===== src/rtl/load_store_wb.sv =====
// -----------------------------------------------------------------------------
// load_store_wb -- memory / writeback stage feeding the register file.
//
// Accepts one instruction at a time from execute (load, store or ALU result
// pass-through). Runs the data-memory req/gnt/rvalid handshake, aligns and
// extends load data, builds store strobes and replicated store data, and is
// the only driver of the register-file write port. Misaligned accesses,
// illegal funct3 and memory timeouts end in a one-cycle fault pulse.
//
// Ports
//   clk, rst        clock; synchronous active-low reset
//   in_valid/ready  execute handshake; ready only in IDLE
//   in_is_load      load op
//   in_is_store     store op (neither set = ALU pass-through)
//   in_funct3       RV32I funct3
//   in_addr         effective address, or ALU result for pass-through
//   in_wdata        store data (rs2)
//   in_rd           destination register index
//   mem_req/we      memory request / write flag
//   mem_addr        word-aligned address
//   mem_wdata/wstrb replicated store data / byte strobes (0 for loads)
//   mem_gnt         request accepted
//   mem_rvalid      response valid (loads and stores)
//   mem_rdata       load word
//   wb_we/rd/data   register-file write port, held for one full cycle
//   fault           one-cycle fault pulse
//   fault_cause     1 misaligned, 2 timeout, 3 illegal funct3
//   fault_addr      in_addr of the faulting op
// -----------------------------------------------------------------------------
module load_store_wb #(
   parameter int unsigned TIMEOUT_CYCLES = 16,
   parameter int unsigned CNT_W          = 8
) (
   input  logic        clk,
   input  logic        rst,
   input  logic        in_valid,
   output logic        in_ready,
   input  logic        in_is_load,
   input  logic        in_is_store,
   input  logic [2:0]  in_funct3,
   input  logic [31:0] in_addr,
   input  logic [31:0] in_wdata,
   input  logic [4:0]  in_rd,
   output logic        mem_req,
   output logic        mem_we,
   output logic [31:0] mem_addr,
   output logic [31:0] mem_wdata,
   output logic [3:0]  mem_wstrb,
   input  logic        mem_gnt,
   input  logic        mem_rvalid,
   input  logic [31:0] mem_rdata,
   output logic        wb_we,
   output logic [4:0]  wb_rd,
   output logic [31:0] wb_data,
   output logic        fault,
   output logic [1:0]  fault_cause,
   output logic [31:0] fault_addr
);

   typedef enum logic [2:0] {
      S_IDLE,
      S_REQ,
      S_RESP,
      S_WB,
      S_FAULT
   } state_e;

   localparam logic [1:0] CAUSE_MISALIGNED = 2'd1;
   localparam logic [1:0] CAUSE_TIMEOUT    = 2'd2;
   localparam logic [1:0] CAUSE_ILLEGAL    = 2'd3;

   localparam logic [CNT_W-1:0] CNT_LAST = CNT_W'(TIMEOUT_CYCLES - 1);

   state_e            state_q,       state_d;
   logic              is_load_q,     is_load_d;
   logic              is_store_q,    is_store_d;
   logic [2:0]        funct3_q,      funct3_d;
   logic [31:0]       addr_q,        addr_d;
   logic [31:0]       wdata_q,       wdata_d;
   logic [4:0]        rd_q,          rd_d;
   logic [CNT_W-1:0]  cnt_q,         cnt_d;
   logic              wb_we_q,       wb_we_d;
   logic [4:0]        wb_rd_q,       wb_rd_d;
   logic [31:0]       wb_data_q,     wb_data_d;
   logic              fault_q,       fault_d;
   logic [1:0]        fault_cause_q, fault_cause_d;
   logic [31:0]       fault_addr_q,  fault_addr_d;

   // funct3 legality: loads allow B/H/W/BU/HU, stores only B/H/W.
   function automatic logic f3_illegal(input logic ld, input logic [2:0] f3);
      if (ld) return !(f3 inside {3'b000, 3'b001, 3'b010, 3'b100, 3'b101});
      else    return !(f3 inside {3'b000, 3'b001, 3'b010});
   endfunction

   // funct3[1:0] encodes access size for both loads and stores.
   function automatic logic misaligned(input logic [2:0] f3, input logic [1:0] a);
      case (f3[1:0])
         2'b01:   return a[0];
         2'b10:   return |a;
         default: return 1'b0;
      endcase
   endfunction

   function automatic logic [31:0] load_align(input logic [2:0]  f3,
                                              input logic [1:0]  a,
                                              input logic [31:0] d);
      logic [7:0]  b;
      logic [15:0] h;
      b = d[{a, 3'b000} +: 8];
      h = d[{a[1], 4'b0000} +: 16];
      case (f3)
         3'b000:  return {{24{b[7]}}, b};
         3'b001:  return {{16{h[15]}}, h};
         3'b100:  return {24'd0, b};
         3'b101:  return {16'd0, h};
         default: return d;
      endcase
   endfunction

   // NOTE: state registers use non-blocking assignments and a synchronous
   // reset; every register, including the latched op fields, is cleared so
   // outputs derived from them come out of reset at 0.
   always_ff @(posedge clk) begin
      if (!rst) begin
         state_q       <= S_IDLE;
         is_load_q     <= 1'b0;
         is_store_q    <= 1'b0;
         funct3_q      <= 3'd0;
         addr_q        <= 32'd0;
         wdata_q       <= 32'd0;
         rd_q          <= 5'd0;
         cnt_q         <= '0;
         wb_we_q       <= 1'b0;
         wb_rd_q       <= 5'd0;
         wb_data_q     <= 32'd0;
         fault_q       <= 1'b0;
         fault_cause_q <= 2'd0;
         fault_addr_q  <= 32'd0;
      end else begin
         state_q       <= state_d;
         is_load_q     <= is_load_d;
         is_store_q    <= is_store_d;
         funct3_q      <= funct3_d;
         addr_q        <= addr_d;
         wdata_q       <= wdata_d;
         rd_q          <= rd_d;
         cnt_q         <= cnt_d;
         wb_we_q       <= wb_we_d;
         wb_rd_q       <= wb_rd_d;
         wb_data_q     <= wb_data_d;
         fault_q       <= fault_d;
         fault_cause_q <= fault_cause_d;
         fault_addr_q  <= fault_addr_d;
      end
   end

   always_comb begin
      // NOTE: every next-state signal gets a default first so no path through
      // the case statement can infer a latch; pulses default to 0.
      state_d       = state_q;
      is_load_d     = is_load_q;
      is_store_d    = is_store_q;
      funct3_d      = funct3_q;
      addr_d        = addr_q;
      wdata_d       = wdata_q;
      rd_d          = rd_q;
      cnt_d         = cnt_q;
      wb_we_d       = 1'b0;
      wb_rd_d       = wb_rd_q;
      wb_data_d     = wb_data_q;
      fault_d       = 1'b0;
      fault_cause_d = fault_cause_q;
      fault_addr_d  = fault_addr_q;

      case (state_q)
         S_IDLE: begin
            if (in_valid) begin
               is_load_d  = in_is_load;
               // A malformed op flagged as both is treated as a load.
               is_store_d = in_is_store && !in_is_load;
               funct3_d   = in_funct3;
               addr_d     = in_addr;
               wdata_d    = in_wdata;
               rd_d       = in_rd;
               cnt_d      = '0;
               if (!in_is_load && !in_is_store) begin
                  state_d   = S_WB;
                  wb_we_d   = (in_rd != 5'd0);
                  wb_rd_d   = in_rd;
                  wb_data_d = in_addr;
               end else if (f3_illegal(in_is_load, in_funct3)) begin
                  state_d       = S_FAULT;
                  fault_d       = 1'b1;
                  fault_cause_d = CAUSE_ILLEGAL;
                  fault_addr_d  = in_addr;
               end else if (misaligned(in_funct3, in_addr[1:0])) begin
                  state_d       = S_FAULT;
                  fault_d       = 1'b1;
                  fault_cause_d = CAUSE_MISALIGNED;
                  fault_addr_d  = in_addr;
               end else begin
                  state_d = S_REQ;
               end
            end
         end

         S_REQ, S_RESP: begin
            cnt_d = cnt_q + CNT_W'(1);
            // A response completes the op even if it arrives with the grant.
            if (mem_rvalid && (state_q == S_RESP || mem_gnt)) begin
               if (is_load_q) begin
                  state_d   = S_WB;
                  wb_we_d   = (rd_q != 5'd0);
                  wb_rd_d   = rd_q;
                  wb_data_d = load_align(funct3_q, addr_q[1:0], mem_rdata);
               end else begin
                  state_d = S_IDLE;
               end
            end else if (cnt_q == CNT_LAST) begin
               state_d       = S_FAULT;
               fault_d       = 1'b1;
               fault_cause_d = CAUSE_TIMEOUT;
               fault_addr_d  = addr_q;
            end else if (state_q == S_REQ && mem_gnt) begin
               state_d = S_RESP;
            end
         end

         S_WB:    state_d = S_IDLE;
         S_FAULT: state_d = S_IDLE;
         default: state_d = S_IDLE;
      endcase
   end

   assign in_ready = (state_q == S_IDLE);
   assign mem_req  = (state_q == S_REQ);
   assign mem_we   = is_store_q;
   assign mem_addr = {addr_q[31:2], 2'b00};

   always_comb begin
      case (funct3_q[1:0])
         2'b00:   mem_wdata = {4{wdata_q[7:0]}};
         2'b01:   mem_wdata = {2{wdata_q[15:0]}};
         default: mem_wdata = wdata_q;
      endcase
   end

   always_comb begin
      mem_wstrb = 4'b0000;
      if (is_store_q) begin
         case (funct3_q[1:0])
            2'b00:   mem_wstrb = 4'b0001 << addr_q[1:0];
            2'b01:   mem_wstrb = 4'b0011 << addr_q[1:0];
            default: mem_wstrb = 4'b1111;
         endcase
      end
   end

   assign wb_we       = wb_we_q;
   assign wb_rd       = wb_rd_q;
   assign wb_data     = wb_data_q;
   assign fault       = fault_q;
   assign fault_cause = fault_cause_q;
   assign fault_addr  = fault_addr_q;

endmodule


===== config.mk =====
export PLATFORM = sky130hd
export DESIGN_NAME = load_store_wb
export DESIGN_NICKNAME = d
export VERILOG_FILES = /design/src/rtl/load_store_wb.sv
export SDC_FILE = /design/constraint.sdc
export NUM_CORES = 1
export LEC_CHECK = 0
export ABC_CLOCK_PERIOD_IN_PS = 2100
export CAP_MARGIN = 10
export CORE_MARGIN = 1
export CORE_UTILIZATION = 45
export DETAILED_ROUTE_END_ITERATION = 6
export PLACE_DENSITY = 0.89
export SLEW_MARGIN = 20
export SYNTH_ARGS = -nofsm -noshare
export SYNTH_HDL_FRONTEND = slang
export SYNTH_SLANG_ARGS = --single-unit

===== constraint.sdc =====
create_clock -name clk -period 2.1 [get_ports clk]
set_input_delay 0.21 -clock clk [delete_from_list [all_inputs] [get_ports clk]]
set_output_delay 0.21 -clock clk [all_outputs]
set_load 0.1 [all_outputs]

-- Yosys cells after proc, flatten, opt, wreduce, memory -nomap -nowiden
Cells that the tools add are included.
- flip-flop bits (word level): 158
- bits of input ports: 111
- logic and storage cells: 126
- add/sub/neg operators: 1
- equality and inequality tests: 22
- shift operators: 4
- mux-type cells: 60
- reduce and logical (&&, ||, !) cells: 25
- operator list (operator ; count):
    32-bit 2-to-1 mux ; 10
    32-bit case mux with 2 select lines ; 3
    32-bit case mux with 4 select lines ; 1
    32-bit by 6-bit variable part select with 16-bit output ; 1
    32-bit by 6-bit variable part select with 8-bit output ; 1
    3-bit 2-to-1 mux ; 7
    5-bit 2-to-1 mux ; 4
    1-bit 2-to-1 mux ; 18
    8-bit case mux with 2 select lines ; 1
    5-bit nonzero test ; 3
    2-bit 2-to-1 mux ; 7
    3-bit == test (second input constant) ; 4
    2-bit != test (second input constant) ; 6
    5-bit case mux with 2 select lines ; 1
    3-bit by 1-bit == test with 1-bit output (second input constant) ; 3
    3-bit logical NOT ; 3
    8-bit by 1-bit adder with 8-bit output (second input constant) ; 1
    8-bit by 4-bit == test with 1-bit output (second input constant) ; 1
    8-bit 2-to-1 mux ; 1
    4-bit case mux with 2 select lines ; 1
    3-bit by 2-bit == test with 1-bit output (second input constant) ; 2
    1-bit case mux with 2 select lines ; 3
    3-bit case mux with 2 select lines ; 1
    2-bit AND reduction ; 3
    other kinds (18) ; 26

-- Logic depth before layout (Yosys ltp)
Gate-level depths: netlist of the first run.
- depth after elaboration: 16
- depth in mapped cells: 9

-- Worst setup path before layout of the first run
OpenSTA, ideal clock, no wires.
- path type: reg2out
- start point: register funct3_q[0]
- end point: output mem_wdata[24]
- arrival time: 3149 ps
- slack: -1259 ps
- cell stages (with the launch flop): 5
- cell sequence: dfxtp_1 > clkbuf_1 > buf_2 > mux2i_1 > o21ai_0
- cells in the longest elaborated chain, start to end: 2
- elaborated cells between the ends (all ways): 3
- classes of those cells: 1 x eq/ne; 1 x mux; 1 x reduce/logical
- RTL lines (element ; RTL line ; text):
    start, declared ; 77 ; logic [2:0] funct3_q, funct3_d;
    start signal, assigned ; 143 ; funct3_q <= funct3_d;
    2-bit by 1-bit == test with 1-bit output or 2-bit logical NOT (tied branches) ; 241 ; case (funct3_q[1:0])
    32-bit case mux with 2 select lines * ; 241 ;
    end, declared ; 47 ; output logic [31:0] mem_wdata,
Every way passes the cells marked *; elsewhere a longest branch is shown, timed or not.

-- Final worst setup path of the first run
- start point: register funct3_q[1]
- end point: output mem_wdata[18]
The elaborated chain is that of the path after synthesis.

==> flow_summary.ini, run 1 <==
[setup_path]
cp_cell_sequence = buf_4, mux2_2, buf_12
crit_family = buffers and inverters
crit_required_ns = 1.89
arrival_ns = 1.80
critPathLaunchType = register
r2r-start = state_q[1]
critPathMaxStageDelay_ns = 0.43
critical_path_class = register to primary output
startpoint = funct3_q[1]
end_kind = primary output
worst-path-max-fanout = 31
cpMaxStageDelayCell = mux2_2
cp.buffers_inverters = 2

[clock_tree]
ctsHoldBuffers = 0
cts.sinks = 158
cts_buffer_depth = 2
cts_buffers = 17
clk_pin_slew_ns = 0.06
cts_tree = done
clockRootBuffer = clkbuf_16
insertion_delay_ns = 0.44
htree_levels = 4

[synthesis]
muxShareOfSynthArea_pct = 7.11
synth-simple-area-share_pct = 17.6
synthAdderAreaFrac_pct = 0.629
synth_top_area_share_pct = 39.8
synth-compound-area-share_pct = 25.3
mappedNetlistArea_sq_um = 7950
synth_xor_area_share_pct = 0.771
yosys_warnings = 0
synth_top_family_by_area = compound AO/OA/AOI/OAI gates
yosysUniqueCellTypes = 53
syn_inst = 976
synth_edf_count = 0
synth.area.top_cells = dfxtp_1 (40%), nand2_1 (10%), a21boi_0 (7.2%), o21ai_0 (4.5%), mux2i_1 (4.3%)
synthArstFlopShare_pct = 0
synth-seq-cells = 158
yosysTopAreaCell = dfxtp_1
yosysSeqAreaShare_pct = 39.8
synth_common_cells = nand2_1 (216), dfxtp_1 (158), a21boi_0 (76)
avgSynthCellArea_sq_um = 8.15
synth_ff_type = dfxtp_1
synth.most_common_cell = nand2_1

[placement]
place.gp.congestion = 0.922
port_buffers = 252
dp_hpwl_microns = 19300
dp.cells = 1374
place_ws_ns = -0.271

[timing]
setup_viol = 0
setup_slack_ns = 0.0897
hold-worst-slack_ns = 0.204
fmax_ghz = 0.497
slew_headroom_pct = 57.9
hold_viol = 0
rsz0062_at_grt = no
fin_crit_sh_pct = 95.7
fin_skew_ns = 0.0104
report.final.slew_viol_count = 0
finalCriticalPeriod_ns = 2.01
tightest_slew_ns = 0.631

[power]
seqPwrFrac_pct = 32.9
ir_drop_v = 0.000742
intPower_mw = 6.14
power_density_nw_per_um2 = 925
combPwrFrac_pct = 37.8
switching_power_mw = 4.31
switching_share_pct = 41.2
clockPowerShare_pct = 29.3
p_leak_nw = 4.71

[drt]
dr.pass1.iters = 5
wire_per_inst_microns = 19.6
vias = 8173
drtIter0Drc = 624
via_per_inst = 5.80
drt.antenna.violating_nets = 0
drc = 0
wirelength_microns = 27700

[die]
die_x_microns = 135
boundaryPins = 255
row_count = 48
die_h_microns = 135
start_util_pct = 46.0
core_region_area_sq_um = 17300
fp.dieArea_sq_um = 18200

[finish]
syn_to_final_growth_pct = 42.1
fin_nets = 1284
nFillCells = 1411
post_layout_nonfiller_instances = 1408
drive_above_1_share_pct = 24.2

[global_route]
grt_pass1_vias = 7665
antenna_found_initial = 1
grt_usage_pct = 30.1
grt_pass1_wl_microns = 42000
grt_max_degree = 76
gr-total-overflow = 0

[hold_path]
worstHoldStart = rst
min_path_type = primary input to register

[flow_run]
cap_violations = 0

[status]
outcome = finished, final reports clean
[cell type report]
class                   count  area (sq um)  share of cell area [%]
clock buffers              22           474                    4.20
inverters                   7          26.3                   0.233
clock inverters            10           105                   0.930
multi-input cells         688          4250                    37.6
repair buffers            297          2990                    26.5
well taps                 225           282                    2.49
flip-flops and latches    158          3170                    28.0
diodes                      1          2.50                  0.0221
[power groups by stage]
stage	Clock [mW]	Combinational, mW	Sequential [mW]
floorplan	0	1.96	4.31
global placement	0	3.85	3.49
detailed placement	0	3.90	3.50
CTS	3.09	3.92	3.43
global route	3.22	4.10	3.46
finish	3.06	3.96	3.44
[state kept, by name (all words and copies together), names as in the netlist, 2 cells and up]
| register | count |
|---|---|
| addr_q | 32 |
| fault_addr | 32 |
| wb_data | 32 |
| wdata_q | 32 |
| cnt_q | 8 |
| rd_q | 5 |
| wb_rd | 5 |
| funct3_q | 3 |
| state_q | 3 |
| fault_cause | 2 |
[final timing paths]
path	end	slack, ns	cells past startpoint
worst min register to register	wdata_q[19]	0.46	2
worst min-delay path	fault_cause[0]	0.20	2
worst max register to register	fault_addr[12]	0.10	6
worst max-delay path	mem_wdata[18]	0.09	3
[cell usage in the layout (no fill, tap or decap), types with 4 or more instances in the layout]
master,n
nor2_1,23
clkinv_4,4
and2_1,19
clkdlybuf4s50_1,109
buf_4,147
nand3_1,9
inv_1,7
ha_1,4
a21oi_1,38
xor2_1,5
nand2_1,214
mux2_2,16
a31oi_1,29
o21ai_2,8
mux2i_1,34
nor3b_1,7
dfxtp_1,155
o21a_2,4
o211a_1,7
nor2b_1,10
o21ai_0,64
o221ai_1,9
a21boi_0,76
and3_1,4
o22ai_1,10
clkbuf_16,17
a21oi_2,19
buf_12,38
o31ai_1,34
[per-layer routing]
metal  share of wire [%]  vias to the layer above  wire [microns]  track usage, %
met3                  11                       63            3060            8.52
met4                 3.1                        0             852            12.4
met1                  38                     3847           10400            36.2
li1                    -                     3757               -               -
met2                  48                      506           13300            50.1
met5                   0                        -               0               0
[repair_timing]
item                                    in CTS  in global routing
buffers inserted                             0                  1
pin swaps                                    0                  1
cloned                                       0                  0
endpoints found under the setup margin      12                 31
resized for setup                            5                  6
[logic make-up after synthesis]
group / after synthesis
multiplexers: 52
other: 1
XOR/XNOR: 7
buffers and inverters: 131
AO/OA/AOI/OAI: 310
AND/OR/NAND/NOR: 313
flip-flops: 158
adder cells (fa/ha/maj): 4
[metrics by stage]
| stage | setup TNS, ns | cell area (sq um) | power, mW | util (%) |
|---|---|---|---|---|
| 2_1_floorplan | -6.10 | 8130 | 6.28 | - |
| 3_3_place_gp | -6.01 | 10700 | 7.34 | 61.7 |
| 3_5_place_dp | -9.50 | 10700 | 7.39 | 61.7 |
| 4_1_cts | 0 | 11300 | 10.5 | 65.1 |
| 5_1_grt | 0 | 11300 | 10.8 | 65.3 |
| 6_report | 0 | 11300 | 10.5 | 65.3 |
Note: power is estimated with default switching activity, not from simulation.
==> inputs of run 2 (changes only) <==
--- a/config.mk
+++ b/config.mk
@@ -8,10 +8,9 @@
 export ABC_CLOCK_PERIOD_IN_PS = 2100
 export CAP_MARGIN = 10
 export CORE_MARGIN = 1
-export CORE_UTILIZATION = 45
+export CORE_UTILIZATION = 47
 export DETAILED_ROUTE_END_ITERATION = 6
-export PLACE_DENSITY = 0.89
-export SLEW_MARGIN = 20
+export PLACE_DENSITY = 0.92
 export SYNTH_ARGS = -nofsm -noshare
 export SYNTH_HDL_FRONTEND = slang
 export SYNTH_SLANG_ARGS = --single-unit
==> run 2 against run 1 <==
  * Count of clock-buffer cells in the layout shrank 2
  * First-iteration DRC count rose by 33%
  * Sequential share of layout area hardly changed
  * Clock skew up 0.0019 ns
  * Power hardly changed
  * Final area decreased by 0.11%
  * Routed wire length is 5.2% lower
  * Sequential cell count unchanged
  * Fmax decreased by 0.33%
  * Final cell count decreased by 0.43%
  * Clock power is 2% higher
  * Largest cell class unchanged
  * Via count fell by 1.7%
==> flow_summary.ini, run 2 (same netlist as run 1, synthesis figures left out) <==
[status]
outcome = finished, final reports clean

[global_route]
grt_pass1_vias = 7594
grt_max_degree = 76
grt_usage_pct = 30.1
gr-total-overflow = 0
antenna_found_initial = 1
grt_pass1_wl_microns = 40800

[timing]
setup_slack_ns = 0.0831
slew_headroom_pct = 63.3
setup_tns_ns = 0
rsz0062_at_grt = yes
finalCriticalPeriod_ns = 2.02
tightest_slew_ns = 0.550
report.final.slew_viol_count = 0
hold_viol = 0
fmax_ghz = 0.496
setup_viol = 0
fin_crit_sh_pct = 96.0
fin_skew_ns = 0.0123

[drt]
drtIter0Drc = 829
vias = 8031
drc = 0
drt.antenna.violating_nets = 0
dr.pass1.iters = 6
wire_per_inst_microns = 18.7
via_per_inst = 5.73
wirelength_microns = 26200

[die]
die_h_microns = 132
core_region_area_sq_um = 16500
boundaryPins = 255
row_count = 47
fp.dieArea_sq_um = 17400
die_x_microns = 132
start_util_pct = 48.1

[hold_path]
hold_end = cnt_q[0]
worstHoldStart = rst
hold_path_depth = 2
min_path_type = primary input to register

[power]
clockPowerShare_pct = 29.7
intPower_mw = 6.21
total_power_mw = 10.5
seqPwrFrac_pct = 32.9
switching_power_mw = 4.25
combPwrFrac_pct = 37.4
switching_share_pct = 40.6
p_leak_nw = 4.71
ir_drop_v = 0.000535
power_density_nw_per_um2 = 927

[placement]
dp.cells = 1369
place.gp.congestion = 0.924
place_ws_ns = -0.257
port_buffers = 252
dp_hpwl_microns = 18900

[setup_path]
crit_required_ns = 1.89
critPathLaunchType = register
critical_path_class = register to primary output
arrival_ns = 1.81
worst-path-max-fanout = 17
r2r_end = addr_q[20]
r2r-start = state_q[0]
r2r_slack_ns = 0.08
r2r_cells = 6
end_kind = primary output

[flow_run]
cap_violations = 0

[finish]
fin_nets = 1284
syn_to_final_growth_pct = 41.9
final_common_cell = nand2_1
post_layout_nonfiller_instances = 1402
drive_above_1_share_pct = 24.2
layout_common_cells = nand2_1 (214), dfxtp_1 (156), buf_4 (148), clkdlybuf4s50_1 (109), a21boi_0 (76)

[clock_tree]
insertion_delay_ns = 0.43
ctsHoldBuffers = 0
cts.sinks = 158
cts_buffers = 17
cts_tree = done
clockRootBuffer = clkbuf_16
htree_levels = 4
clk_pin_slew_ns = 0.07
cts_buffer_depth = 2
[run 2: per-stage QoR]
| step | utilization [%] | hold slack [ns] | cell area [sq um] |
|---|---|---|---|
| detailed placement | 64.4 | 0.456 | 10600 |
| finish | 68.3 | 0.228 | 11300 |
| floorplan | - | 0.355 | 8130 |
| global placement | 64.4 | 0.447 | 10600 |
| global route | 68.3 | 0.226 | 11300 |
| CTS | 68.2 | 0.204 | 11300 |
[run 2: routing by layer]
layer / share of wire [%] / wire (microns) / global-route usage (%)
met1: 39 / 10100 / 36.5
met2: 48 / 12500 / 48.8
met3: 10 / 2720 / 9.15
met4: 3.4 / 901 / 14.1
met5: 0 / 0 / 0
[run 2: power groups by stage]
stage	clock network (mW)	registers [mW]	logic (mW)
2_1_floorplan	0	4.31	1.96
3_3_place_gp	0	3.49	3.83
3_5_place_dp	0	3.49	3.87
4_1_cts	3.17	3.43	3.90
5_1_grt	3.30	3.46	4.07
6_report	3.11	3.44	3.92
[run 2: timing repair]
action                     CTS  global route
setup buffers                1             0
gates resized for setup      6             4
setup endpoints to repair   11            27
[run 2: cell type report]
class	instances	area (sq um)
Inverter	7	26.3
Tap cell	220	275
Multi-Input combinational cell	688	4250
Fill cell	1221	5240
Clock buffer	20	457
Sequential cell	158	3170
Antenna cell	1	2.50
Clock inverter	11	133
Timing Repair Buffer	297	2980
[run 2: worst max path at each step]
stage | slack [ns] | end | cells past startpoint | startpoint
CTS | 0.03 | mem_wdata[28] | 5 | funct3_q[0]
floorplan | -0.21 | fault_addr[12] | 8 | state_q[1]
detailed placement | -0.26 | fault_addr[2] | 9 | in_funct3[0]
global route | -0.02 | mem_wdata[24] | 5 | funct3_q[0]
global placement | -0.19 | fault | 9 | in_funct3[0]
finish | 0.08 | mem_wdata[29] | 5 | funct3_q[0]
[run 2: critical path: stages, from the launching register on]
cell	delay, ns
dfxtp_1	0.38
buf_8	0.20
buf_4	0.21
mux2i_2	0.30
o21ai_2	0.10
buf_12	0.18
==> inputs of run 3 (changes only) <==
--- a/config.mk
+++ b/config.mk
@@ -7,7 +7,7 @@
 export LEC_CHECK = 0
 export ABC_CLOCK_PERIOD_IN_PS = 2100
 export CAP_MARGIN = 10
-export CORE_MARGIN = 1
+export CORE_MARGIN = 3
 export CORE_UTILIZATION = 47
 export DETAILED_ROUTE_END_ITERATION = 6
 export PLACE_DENSITY = 0.92
==> run 3 against run 2 <==
  * Critical path depth unchanged
  * Critical endpoint is now mem_wdata[14]
  * Die area increased by 6.1%
  * Sequential power about the same
  * Sequential share of layout area about the same
  * Count of clock-buffer cells in the layout fell by 2
  * Final area about the same
  * Hold slack improved by 0.048 ns
  * Clock power is 3% lower
  * Critical path type unchanged
  * Setup slack got worse by 0.0039 ns
  * Final cell count about the same
==> flow_summary.ini, run 3 (same netlist as run 1, synthesis figures left out) <==
[global_route]
antenna_found_initial = 4
grt_usage_pct = 29.7
grt_pass1_vias = 8060
grt_pass1_wl_microns = 43200
grt_max_degree = 76
gr-total-overflow = 0

[power]
total_power_mw = 10.4
ir_drop_v = 0.000609
p_leak_nw = 4.71
power_density_nw_per_um2 = 922

[die]
core_region_area_sq_um = 16200
die_h_microns = 136
boundaryPins = 255
die_x_microns = 136
fp.dieArea_sq_um = 18500
row_count = 46
start_util_pct = 49.0

[setup_path]
cp.buffers_inverters = 3
critPathLaunchType = register
r2r_end = fault_cause[1]
arrival_ns = 1.81
endpoint = mem_wdata[14]
startpoint = funct3_q[0]
r2r_slack_ns = 0.12
r2r-start = state_q[1]
crit_family = buffers and inverters
critical_path_class = register to primary output
critPathMaxStageDelay_ns = 0.37
worst-path-max-fanout = 22
r2r_cells = 6
cpMaxStageDelayCell = mux2_2
path_depth = 5
cp_cell_sequence = buf_8, nor2_4, buf_4, mux2_2, buf_12
end_kind = primary output
crit_required_ns = 1.89

[finish]
register_area_sq_um = 3170
nFillCells = 1209
syn_to_final_growth_pct = 41.9
final_core_util_pct = 69.5
multi_input_area_sq_um = 4250
final_common_cell = nand2_1
layout_common_cells = nand2_1 (214), dfxtp_1 (156), buf_4 (150), clkdlybuf4s50_1 (109), a21boi_0 (76)
post_layout_nonfiller_instances = 1401
fin_nets = 1285
drive_above_1_share_pct = 24.3

[drt]
wirelength_microns = 27700
dr.pass1.iters = 5
drtIter0Drc = 752
vias = 8251
wire_per_inst_microns = 19.8
drt.antenna.violating_nets = 0
via_per_inst = 5.89
drc = 0

[clock_tree]
cts_setup_buffers = 0
cts.sinks = 158
cts_tree = done
cts_buffer_depth = 2
clk_pin_slew_ns = 0.07
htree_levels = 4
clockRootBuffer = clkbuf_16
insertion_delay_ns = 0.43
ctsHoldBuffers = 0
cts_buffers = 17

[timing]
setup_tns_ns = 0
rsz0062_at_grt = no
hold_viol = 0
fin_skew_ns = 0.00705
fmax_ghz = 0.495
setup_viol = 0
report.final.slew_viol_count = 0
tightest_slew_ns = 0.633
fin_crit_sh_pct = 96.2
finalCriticalPeriod_ns = 2.02
slew_headroom_pct = 57.8

[placement]
dp_hpwl_microns = 20000
dp.cells = 1366
place.gp.congestion = 0.893
port_buffers = 252

[flow_run]
cap_violations = 0

[status]
outcome = finished, final reports clean

[hold_path]
min_path_type = primary input to register
## run 3: repair_timing
action                     in CTS  in global routing
gates cloned                    0                  1
setup endpoints to repair      16                 59
resized for setup               3                  9
## run 3: layer usage
metal	GRT usage [%]	vias to the layer above	wire, microns
met2	49.8	477	13100
met5	0	-	23
met3	10.2	95	3160
met4	13.1	4	1150
met1	34.4	3913	10200
li1	-	3762	-
## run 3: stage by stage
stage | area, sq um | worst slack (ns) | hold WS, ns
2_1_floorplan | 8130 | -0.206 | 0.355
3_3_place_gp | 10700 | -0.215 | 0.447
3_5_place_dp | 10700 | -0.292 | 0.459
4_1_cts | 11200 | 0.0505 | 0.255
5_1_grt | 11300 | 0.00501 | 0.273
6_report | 11300 | 0.0793 | 0.276
## run 3: power breakdown
part	switching, mW	internal [mW]	total (mW)
sequential	0.197	3.24	3.44
clock	1.35	1.69	3.03
combinational	2.79	1.15	3.94
total	4.33	6.08	10.4
## run 3: worst min-delay path by stage
stage	startpoint	end	slack [ns]	cells after the start
2_1_floorplan	in_addr[22]	addr_q[22]	0.35	2
3_3_place_gp	wdata_q[20]	wdata_q[20]	0.45	2
3_5_place_dp	wdata_q[30]	wdata_q[30]	0.46	2
4_1_cts	rst	fault_cause[0]	0.26	3
5_1_grt	rst	fault_cause[0]	0.27	3
6_report	rst	wdata_q[27]	0.28	3
## run 3: cell type report
class	count	area share, %
timing repair buffer	298	26.5
clock buffer	18	3.89
clock inverter	14	1.20
sequential	158	28.1
antenna	2	0.0444
inverter	7	0.233
multi-input combinational	688	37.7
tap	216	2.39
## run 3: worst register-to-register path, cell delays in order, from the launching register on
cell and delay, ns:
dfxtp_2 0.41, xnor2_1 0.39, a2bb2oi_2 0.25, nor3b_4 0.09
or2_2 0.34, buf_12 0.18, o211a_1 0.22
